## config.mk

```make
export PLATFORM = sky130hd
export DESIGN_NAME = fetch_buffer_flat
export DESIGN_NICKNAME = d
export VERILOG_FILES = /design/src/rtl/fetch_buffer_if.sv /design/src/rtl/fetch_buffer.sv /design/src/flat_wrapper.sv
export SDC_FILE = /design/constraint.sdc
export NUM_CORES = 1
export LEC_CHECK = 0
export BUFFER_PORTS_ARGS = -buffer_cell sky130_fd_sc_hd__buf_4
export CORE_MARGIN = 3
export CORE_UTILIZATION = 32
export CTS_BUF_LIST = sky130_fd_sc_hd__clkbuf_4
export CTS_CLUSTER_SIZE = 40
export DETAILED_ROUTE_END_ITERATION = 6
export GPL_TIMING_DRIVEN = 0
export REMOVE_ABC_BUFFERS = 1
export SYNTH_ARGS = -nofsm -noshare
export SYNTH_HDL_FRONTEND = slang
export SYNTH_SLANG_ARGS = --single-unit
```

## constraint.sdc

```tcl
create_clock -name clk -period 3.85 [get_ports clk]
set_clock_uncertainty 0.05 [all_clocks]
set_input_delay 0.385 -clock clk [delete_from_list [all_inputs] [get_ports clk]]
set_output_delay 0.385 -clock clk [all_outputs]
set_load 0.005 [all_outputs]
```

## src/rtl/fetch_buffer_if.sv

```systemverilog
// ============================================================================
// Module  : fetch_buffer_if
// Brief   : Bundle of the PC, instruction-memory and decode-side signals of
//           the fetch buffer. The master modport is the fetch buffer itself.
//           The slave modport is the surrounding pipeline or memory.
// Revision: 1.0 - initial release
// ============================================================================
`default_nettype none

interface fetch_buffer_if #(
  parameter int ADDR_W = 10,
  parameter int DATA_W = 32
);

  // PC stage
  logic [ADDR_W-1:0] pc_in;
  logic              pc_stall;
  logic              flush;

  // Instruction memory
  logic              imem_req;
  logic [ADDR_W-1:0] imem_addr;
  logic              imem_rvalid;
  logic [DATA_W-1:0] imem_rdata;

  // Decode
  logic              id_valid;
  logic              id_ready;
  logic [DATA_W-1:0] id_instr;
  logic [ADDR_W-1:0] id_pc;

  modport master (
    input  pc_in,
    input  flush,
    input  imem_rvalid,
    input  imem_rdata,
    input  id_ready,
    output pc_stall,
    output imem_req,
    output imem_addr,
    output id_valid,
    output id_instr,
    output id_pc
  );

  modport slave (
    output pc_in,
    output flush,
    output imem_rvalid,
    output imem_rdata,
    output id_ready,
    input  pc_stall,
    input  imem_req,
    input  imem_addr,
    input  id_valid,
    input  id_instr,
    input  id_pc
  );

endinterface : fetch_buffer_if

`default_nettype wire

```

## src/rtl/fetch_buffer.sv

```systemverilog
// ============================================================================
// Module  : fetch_buffer
// Brief   : Instruction-fetch buffer between the PC and decode. It issues
//           in-order fetches while credit remains (FIFO occupancy plus
//           in-flight requests below DEPTH). It pairs each response with its
//           address and presents {pc, instr} to decode. On flush it discards
//           queued and in-flight work.
//           Optional macro FETCH_PERF_EN adds saturating 16-bit stall and
//           drop counters as extra output ports.
// Revision: 1.0 - initial release
// ============================================================================
`default_nettype none

module fetch_buffer #(
  parameter int DEPTH  = 4,
  parameter int ADDR_W = 10,
  parameter int DATA_W = 32
) (
  input  wire logic        clk,
  input  wire logic        reset,
  fetch_buffer_if.master   bus
`ifdef FETCH_PERF_EN
  ,
  output logic [15:0]      perf_stall_cnt,
  output logic [15:0]      perf_drop_cnt
`endif
);

  localparam int PTR_W = $clog2(DEPTH);
  localparam int CNT_W = PTR_W + 1;

  localparam logic [CNT_W:0]   c_depth_ext = (CNT_W + 1)'(DEPTH);
  localparam logic [CNT_W-1:0] c_cnt_zero  = '0;
  localparam logic [CNT_W-1:0] c_cnt_one   = CNT_W'(1);
  localparam logic [PTR_W-1:0] c_ptr_one   = PTR_W'(1);

  // --------------------------------------------------------------------------
  // State
  // --------------------------------------------------------------------------
  logic [CNT_W-1:0]  r_count;   // FIFO occupancy
  logic [CNT_W-1:0]  r_outst;   // requests issued and not yet answered
  logic [CNT_W-1:0]  r_drop;    // in-flight responses still to be discarded

  logic [PTR_W-1:0]  r_aq_wr;
  logic [PTR_W-1:0]  r_aq_rd;
  logic [PTR_W-1:0]  r_wr;
  logic [PTR_W-1:0]  r_rd;

  logic [ADDR_W-1:0] r_aq_mem    [DEPTH];
  logic [ADDR_W-1:0] r_pc_mem    [DEPTH];
  logic [DATA_W-1:0] r_instr_mem [DEPTH];

  // --------------------------------------------------------------------------
  // Combinational control
  // --------------------------------------------------------------------------
  logic [CNT_W:0]    w_credit_sum;
  logic              w_issue;
  logic              w_valid;
  logic              w_push;
  logic              w_pop;
  logic              w_resp_discard;
  logic [CNT_W-1:0]  w_issue_inc;
  logic [CNT_W-1:0]  w_rvalid_dec;
  logic [CNT_W-1:0]  w_push_inc;
  logic [CNT_W-1:0]  w_pop_dec;

  // Issue requires credit, no flush, and reset released. The reset term makes
  // imem_req low and pc_stall high as soon as reset asserts.
  always_comb begin
    w_credit_sum   = {1'b0, r_count} + {1'b0, r_outst};
    w_issue        = reset && !bus.flush && (w_credit_sum < c_depth_ext);
    w_valid        = (r_count != c_cnt_zero);
    // A response is kept only when nothing is pending discard. A response
    // that arrives in the flush cycle is also thrown away.
    w_push         = bus.imem_rvalid && (r_drop == c_cnt_zero) && !bus.flush;
    w_resp_discard = bus.imem_rvalid && ((r_drop != c_cnt_zero) || bus.flush);
    w_pop          = w_valid && bus.id_ready && !bus.flush;
    w_issue_inc    = w_issue         ? c_cnt_one : c_cnt_zero;
    w_rvalid_dec   = bus.imem_rvalid ? c_cnt_one : c_cnt_zero;
    w_push_inc     = w_push          ? c_cnt_one : c_cnt_zero;
    w_pop_dec      = w_pop           ? c_cnt_one : c_cnt_zero;
  end

  // Drive the PC-stage, memory and decode outputs. Gating the head with
  // valid forces id_instr and id_pc to zero while the FIFO is empty.
  always_comb begin
    bus.imem_req  = w_issue;
    bus.imem_addr = bus.pc_in;
    bus.pc_stall  = !w_issue;
    bus.id_valid  = w_valid;
    bus.id_pc     = w_valid ? r_pc_mem[r_rd]    : '0;
    bus.id_instr  = w_valid ? r_instr_mem[r_rd] : '0;
  end

  // --------------------------------------------------------------------------
  // Address queue: remembers each issued PC until its response returns
  // --------------------------------------------------------------------------

  // Address-queue pointers. They are not cleared on flush: discarded
  // responses drain them in order.
  always_ff @(posedge clk or negedge reset) begin
    if (!reset) begin
      r_aq_wr <= '0;
      r_aq_rd <= '0;
    end else begin
      if (w_issue) begin
        r_aq_wr <= r_aq_wr + c_ptr_one;
      end
      if (bus.imem_rvalid) begin
        r_aq_rd <= r_aq_rd + c_ptr_one;
      end
    end
  end

  // Address-queue storage; contents are meaningful only between the pointers.
  always_ff @(posedge clk) begin
    if (w_issue) begin
      r_aq_mem[r_aq_wr] <= bus.pc_in;
    end
  end

  // --------------------------------------------------------------------------
  // Output FIFO of {pc, instr} pairs
  // --------------------------------------------------------------------------

  // FIFO pointers and occupancy. Flush empties the FIFO and overrides any pop
  // or push in the same cycle.
  always_ff @(posedge clk or negedge reset) begin
    if (!reset) begin
      r_wr    <= '0;
      r_rd    <= '0;
      r_count <= '0;
    end else if (bus.flush) begin
      r_wr    <= '0;
      r_rd    <= '0;
      r_count <= '0;
    end else begin
      if (w_push) begin
        r_wr <= r_wr + c_ptr_one;
      end
      if (w_pop) begin
        r_rd <= r_rd + c_ptr_one;
      end
      r_count <= r_count + w_push_inc - w_pop_dec;
    end
  end

  // FIFO storage. Writes take the PC from the head of the address queue.
  always_ff @(posedge clk) begin
    if (w_push) begin
      r_pc_mem[r_wr]    <= r_aq_mem[r_aq_rd];
      r_instr_mem[r_wr] <= bus.imem_rdata;
    end
  end

  // --------------------------------------------------------------------------
  // In-flight and discard tracking
  // --------------------------------------------------------------------------

  // Count of outstanding requests. No issue happens in a flush cycle, so the
  // same update holds in every cycle.
  always_ff @(posedge clk or negedge reset) begin
    if (!reset) begin
      r_outst <= '0;
    end else begin
      r_outst <= r_outst + w_issue_inc - w_rvalid_dec;
    end
  end

  // Discard counter. A flush marks every request still in flight after this
  // cycle for discard, so drop can never exceed outst.
  always_ff @(posedge clk or negedge reset) begin
    if (!reset) begin
      r_drop <= '0;
    end else if (bus.flush) begin
      r_drop <= r_outst - w_rvalid_dec;
    end else if (bus.imem_rvalid && (r_drop != c_cnt_zero)) begin
      r_drop <= r_drop - c_cnt_one;
    end
  end

`ifdef FETCH_PERF_EN
  // --------------------------------------------------------------------------
  // Performance counters (saturating)
  // --------------------------------------------------------------------------
  logic [CNT_W:0] w_drop_inc;
  logic [16:0]    w_stall_sum;
  logic [16:0]    w_drop_sum;

  // Increments: a stall is a cycle held for lack of credit, not a flush. A
  // drop is each FIFO entry cleared by flush plus each discarded response.
  always_comb begin
    w_drop_inc  = (bus.flush ? {1'b0, r_count} : '0)
                + (w_resp_discard ? (CNT_W + 1)'(1) : '0);
    w_stall_sum = {1'b0, perf_stall_cnt}
                + ((bus.pc_stall && !bus.flush) ? 17'd1 : 17'd0);
    w_drop_sum  = {1'b0, perf_drop_cnt} + 17'(w_drop_inc);
  end

  // Counter registers. Each saturates at all-ones.
  always_ff @(posedge clk or negedge reset) begin
    if (!reset) begin
      perf_stall_cnt <= '0;
      perf_drop_cnt  <= '0;
    end else begin
      perf_stall_cnt <= w_stall_sum[16] ? 16'hFFFF : w_stall_sum[15:0];
      perf_drop_cnt  <= w_drop_sum[16]  ? 16'hFFFF : w_drop_sum[15:0];
    end
  end
`else
  // The discard flag feeds only the optional counters.
  logic w_unused;
  always_comb begin
    w_unused = w_resp_discard;
  end
`endif

endmodule : fetch_buffer

`default_nettype wire
```

## src/flat_wrapper.sv

```systemverilog
// flat-port wrapper written by rule: the top's interface ports become plain ports
module fetch_buffer_flat 
#(
  parameter int DEPTH  = 4,
  parameter int ADDR_W = 10,
  parameter int DATA_W = 32
)
  (clk, reset, bus_pc_in, bus_flush, bus_imem_rvalid, bus_imem_rdata, bus_id_ready, bus_pc_stall, bus_imem_req, bus_imem_addr, bus_id_valid, bus_id_instr, bus_id_pc);
  fetch_buffer_if #(.ADDR_W(ADDR_W), .DATA_W(DATA_W)) bus_i ();
  input  wire logic clk;
  input  wire logic reset;
  input wire logic [$bits(bus_i.pc_in)-1:0] bus_pc_in;
  input wire logic [$bits(bus_i.flush)-1:0] bus_flush;
  input wire logic [$bits(bus_i.imem_rvalid)-1:0] bus_imem_rvalid;
  input wire logic [$bits(bus_i.imem_rdata)-1:0] bus_imem_rdata;
  input wire logic [$bits(bus_i.id_ready)-1:0] bus_id_ready;
  output wire logic [$bits(bus_i.pc_stall)-1:0] bus_pc_stall;
  output wire logic [$bits(bus_i.imem_req)-1:0] bus_imem_req;
  output wire logic [$bits(bus_i.imem_addr)-1:0] bus_imem_addr;
  output wire logic [$bits(bus_i.id_valid)-1:0] bus_id_valid;
  output wire logic [$bits(bus_i.id_instr)-1:0] bus_id_instr;
  output wire logic [$bits(bus_i.id_pc)-1:0] bus_id_pc;
  assign bus_i.pc_in = bus_pc_in;
  assign bus_i.flush = bus_flush;
  assign bus_i.imem_rvalid = bus_imem_rvalid;
  assign bus_i.imem_rdata = bus_imem_rdata;
  assign bus_i.id_ready = bus_id_ready;
  assign bus_pc_stall = bus_i.pc_stall;
  assign bus_imem_req = bus_i.imem_req;
  assign bus_imem_addr = bus_i.imem_addr;
  assign bus_id_valid = bus_i.id_valid;
  assign bus_id_instr = bus_i.id_instr;
  assign bus_id_pc = bus_i.id_pc;
  fetch_buffer #(.DEPTH(DEPTH), .ADDR_W(ADDR_W), .DATA_W(DATA_W)) u_core (.clk(clk), .reset(reset), .bus(bus_i));
endmodule
```

Word-level counts from Yosys, hierarchy flattened:

Memories as Yosys holds them, arrays and structs flattened.
Cells that the tools add are included.
W data, S select, Z words.

* word-level logic and storage cells: 54
* RAM bits: 208
* memories: 3
* input bits: 47
* register bits: 17

* magnitude comparators: 1
* reductions and logical operators: 15
* multiplexer cells: 17
* $add $sub $neg: 11

Memory list
* u_core.r_instr_mem: depth 4, width 32, read ports 1, clocked after Yosys merged registers in 0, write ports 1, line fetch_buffer.sv:51 `logic [DATA_W-1:0] r_instr_mem [DEPTH];`
* u_core.r_aq_mem: depth 4, width 10, read ports 1, clocked after Yosys merged registers in 0, write ports 1, line fetch_buffer.sv:49 `logic [ADDR_W-1:0] r_aq_mem [DEPTH];`
* u_core.r_pc_mem: depth 4, width 10, read ports 1, clocked after Yosys merged registers in 0, write ports 1, line fetch_buffer.sv:50 `logic [ADDR_W-1:0] r_pc_mem [DEPTH];`

Operators by type and width (count)
* $mux W32: 1
* $mux W10: 1
* $mux W3: 3
* $sub A3 B3 Y3: 3
* $add A2 B1 Y2 const B: 4
* $mux W1: 8
* $mux W2: 4
* $logic_and A1 B1 Y1: 7
* $add A3 B3 Y3: 2
* $reduce_bool A2 Y1: 3
* $reduce_bool A3 Y1: 2
* $add A3 B3 Y4: 1
* $lt A4 B3 Y1 const B: 1
* $logic_not A3 Y1: 1
* $sub A3 B1 Y3 const B: 1
* $logic_not A1 Y1: 2

Logic depth before layout (Yosys ltp):

* depth after elaboration: 7
* gate-level depth with buffers: 12

Worst setup path before layout:

No wires, ideal clock.

* path kind: reg2reg
* from: register u_core.r_outst[2]
* to: register u_core.r_outst[2]
* arrival time: 2429 ps
* cell stages (with the launch flop): 13
* buffers on the path: 1
* required time: 3675 ps
* path slack: 1246 ps
* path through: dfrtp_1 -> ha_1 -> nor4b_1 -> and3_1 -> buf_2 -> inv_1 -> ha_1 -> inv_1 -> ha_1 -> inv_1 -> fa_1 -> xnor2_1 -> xnor2_1

* cells in the longest elaborated chain, start to end: 6

Ends and longest elaborated chain
* start: declaration: line fetch_buffer.sv:41 `logic [CNT_W-1:0] r_outst;`
* start signal: assignment: line fetch_buffer.sv:166 `r_outst <= r_outst + w_issue_inc - w_rvalid_dec;`
* $add A3 B3 Y4: line fetch_buffer.sv:70 `w_credit_sum = {1'b0, r_count} + {1'b0, r_outst};`
* $lt A4 B3 Y1: line fetch_buffer.sv:71 `w_issue = reset && !bus.flush && (w_credit_sum < c_depth_ext);`
* $logic_and A1 B1 Y1: line fetch_buffer.sv:71
* via bus_imem_req: line flat_wrapper.sv:18 `output wire logic [$bits(bus_i.imem_req)-1:0] bus_imem_req;`
* $mux W1: line fetch_buffer.sv:78 `w_issue_inc = w_issue ? c_cnt_one : c_cnt_zero;`
* $add A3 B3 Y3: line fetch_buffer.sv:166
* $sub A3 B3 Y3: line fetch_buffer.sv:166

The timed path passes the listed nets, and every way through them passes these cells.
A chain may end at the register's enable or synchronous reset.

Worst setup path in the final report:

* from: register u_core.r_count[2]
* to: register u_core.r_outst[2]

* cells in the longest elaborated chain, start to end: 6

Ends and longest elaborated chain
* start: declaration: line fetch_buffer.sv:40 `logic [CNT_W-1:0] r_count;`
* start signal: assignment: line fetch_buffer.sv:144 `r_count <= r_count + w_push_inc - w_pop_dec;`
* $add A3 B3 Y4: line fetch_buffer.sv:70
* $lt A4 B3 Y1: line fetch_buffer.sv:71
* $logic_and A1 B1 Y1: line fetch_buffer.sv:71
* $mux W1: line fetch_buffer.sv:78
* $add A3 B3 Y3: line fetch_buffer.sv:166
* $sub A3 B3 Y3: line fetch_buffer.sv:166

No other way between the ends.

==> summary.md <==
| Metric | Value |
|---|---|
| Outcome | `finished clean` |
| Routed Wire Length | `16.91 mm` |
| Ys Warns | `0` |
| Global placement routability congestion | `between 0.6 and 0.7` |
| Total Neg Setup Slack | `0 ns` |
| Synth area leader | `edfxtp_1` |
| Post-DP Area | `~0.010 mm^2` |
| Root Driver | `clkbuf_4` |
| Post-route ant nets | `0` |
| Post-route insts no fill | `1027` |
| Slew @ Worst Pin | `around 0.69 ns` |
| Clk slew on worst S/H paths | `about 0.070 ns` |
| Largest net degree at the start of global routing | `37` |
| WL per Instance | `between 15 and 20 um` |
| DR vias/cell | `~4.4` |
| Cell Pwr Density | `between 500 and 600 mW/mm^2` |
| Post-route cell area | `~0.011 mm^2` |
| Vias in the first global route | `approximately 5.1k` |
| I/O pin count | `approximately 100` |
| RSZ-0062 raised after global routing | `false` |
| WP data arrival | `3.35 ns` |
| Port Buffers | `about 100` |
| Vias | `approximately 4.5k` |
| Final period utilization | `74.84%` |
| Top post-synthesis cells by area | `edfxtp_1 (70%), mux4_2 (13%), dfrtp_1 (4.7%)` |
| First-pass GRT wire length | `around 27 mm` |
| Gr usage total | `a little under an eighth` |
| Drt pass-1 iters | `4` |
| Share of flip-flops with an asynchronous set or reset | `~7.6%` |
| Max-cap violations | `0` |
| Fin nets | `685` |
| H-tree levels | `2` |
| Die Ht | `173.4 um` |
| Hold Slack | `between 0.07 and 0.08 ns` |
| Critical Path RT | `4.31 ns` |
| Top cells by count, synth | `edfxtp_1 (208), mux4_2 (52), nor2b_1 (43), ha_1 (18)` |
| Setup Fix Bufs, Post-CTS | `0` |
| CTS tree | `yes` |
| CTS Buf Count | `55` |
| Max clock buf depth | `3` |
| CTS Hold Bufs | `45` |
| Register bit total from synthesis | `approximately 230` |
| # clock sinks | `around 230` |
| Leakage power | `approximately 4.0 nW` |
| Worst-case reg-to-reg path depth | `11` |
| Mean Syn Cell Area | `about 20 um^2` |
| Gr ovfl total | `0` |
| Post-synth cell types | `33` |
| Final Hold Fails | `0` |
| Die width | `about 170 um` |
| Initial antenna violation count | `1` |
| Post-Syn Instances | `436` |
| WHS Path Cells | `4` |
| Clk_lat worst skew | `0.64 ns` |
| Layout cells sized above 1 | `38.07%` |
| Max Slew Vio Count | `0` |
| Maximum VDD drop | `approximately 220 uV` |
| Layout area overhead | `26.02%` |
| Hpwl dp | `about 11 mm` |
| CP max FO | `8` |
| Max frequency | `approximately 350 MHz` |
| Inst Count DP | `roughly 890` |
| Post-layout util | `41.49%` |
| Crit. End Element | `flip-flop` |
| Setup violators final | `0` |
| Tmin final | `between 2 and 3 ns` |
| Rel. slew slack | `a little over half` |
| Core Footprint | `about 0.027 mm^2` |
| Synth Flop Type | `edfxtp_1` |
| Cell Rows | `60` |
| CTS resizes | `0` |
| DR DRC count | `0` |
| Min-Delay Path Class | `primary input to flip-flop` |
| Initial Utilization | `approximately a third` |
| Post-synth EDFFs | `between 200 and 250` |
| Initial DRC Count | `181` |
| Seq/Total Area, Yosys | `approximately 74%` |
| Share of the synthesized area in the top cell type | `between 60% and 70%` |
| Crit path kind | `flip-flop to flip-flop` |
| Fillers | `between 2k and 2.5k` |
| Die ar. | `roughly 0.03 mm^2` |
| Post-Syn Area | `about 0.0090 mm^2` |
| CP startpoint kind | `flip-flop` |
| Most frequent cell after synthesis | `edfxtp_1` |
cell type report:
cell class,instances,area [um^2],share of cell area [%]
flip-flops and latches,225,6676,59.05
diodes,1,2.502,0.02213
multi-input cells,165,2052,18.15
well taps,372,465.4,4.117
repair buffers,154,1379,12.20
inverters,17,63.81,0.5644
clock buffers,76,570.5,5.046
clock inverters,17,96.34,0.8522
final timing paths:
kind                                                   from                     endpoint  slack (ns)
worst max-delay path            u_core.r_count[2]$_DFF_PN0_  u_core.r_outst[2]$_DFF_PN0_        0.97
worst min-delay path                           bus_id_ready   u_core.r_rd[1]$_DFFE_PN0P_        0.08
worst max register to register  u_core.r_count[2]$_DFF_PN0_  u_core.r_outst[2]$_DFF_PN0_        0.97
worst min register to register  u_core.r_outst[0]$_DFF_PN0_  u_core.r_outst[0]$_DFF_PN0_        0.52
max in group asynchronous                             reset   u_core.r_rd[0]$_DFFE_PN0P_        3.42
min in group asynchronous                             reset  u_core.r_outst[0]$_DFF_PN0_        0.10
sequential cells by signal, indices dropped and copies added, names as in the netlist:
| name | cells |
|---|---|
| u_core.r_pc_mem | 40 |
| u_core.r_aq_rd | 2 |
| u_core.r_aq_wr | 2 |
| u_core.r_rd | 2 |
| u_core.r_outst | 3 |
| u_core.r_wr | 2 |
| u_core.r_count | 3 |
| u_core.r_aq_mem | 40 |
| u_core.r_drop | 3 |
| u_core.r_instr_mem | 128 |
worst max-delay path, stage by stage, from the launching register on:
cell     delay [ns]
dfrtp_1        0.45
ha_1           0.30
nor4b_1        0.29
and3_1         0.38
inv_1          0.12
ha_1           0.30
inv_1          0.06
ha_1           0.13
inv_1          0.05
fa_1           0.37
xnor2_1        0.14
xnor2_1        0.12
logic make-up (layout without fill, tap and decap cells):
kind of cell / after synthesis / after routing / share of synthesized area (%)
DFF: 225 / 225 / 74.37
and+or+nand+nor: 72 / 72 / 4.798
muxes: 54 / 54 / 13.29
buffers and inverters: 46 / 264 / 2.887
adders and majority gates: 20 / 20 / 2.957
xor gates and xnor gates: 10 / 10 / 0.9764
AOI/OAI and AO/OA: 9 / 9 / 0.7253
other: 0 / 1 / 0
power breakdown:
| part | switching (W) | internal (W) |
|---|---|---|
| logic | 0.000814 | 0.00102 |
| registers | 0.000168 | 0.00291 |
| clock network | 0.000883 | 0.000973 |
| total | 0.00187 | 0.00490 |
per-stage QoR:
stage	power [W]	worst slack [ns]
2_1_floorplan	0.004095	0.8453
3_3_place_gp	0.004855	-0.3911
3_5_place_dp	0.005002	0.9472
4_1_cts	0.006919	0.9268
5_1_grt	0.007198	0.7257
6_report	0.006770	0.9687
layer usage:
layer	vias up	wire length, um	track usage, %
met1	2315	6759	12.79
li1	2093	-	-
met5	-	0	0
met2	112	9037	20.48
met4	0	265	3.851
met3	25	844	3.132
placed cells by master (no fill, tap or decap), drive strengths merged, types with 2 or more instances in the layout:
cell type    synthesis  layout
edfxtp             208     208
buf                 24     109
clkbuf               5      76
mux4                52      52
dlygate4sd3          0      45
nor2b               43      43
ha                  18      18
inv                 17      18
dfrtp               17      17
clkinv               0      15
and2                 8       8
nor2                 7       7
xnor2                7       7
nand2                5       5
xor2                 3       3
nand2b               2       2
a211o                2       2
a21oi                2       2
fa                   2       2
Note: power is estimated with default switching activity, not from simulation.
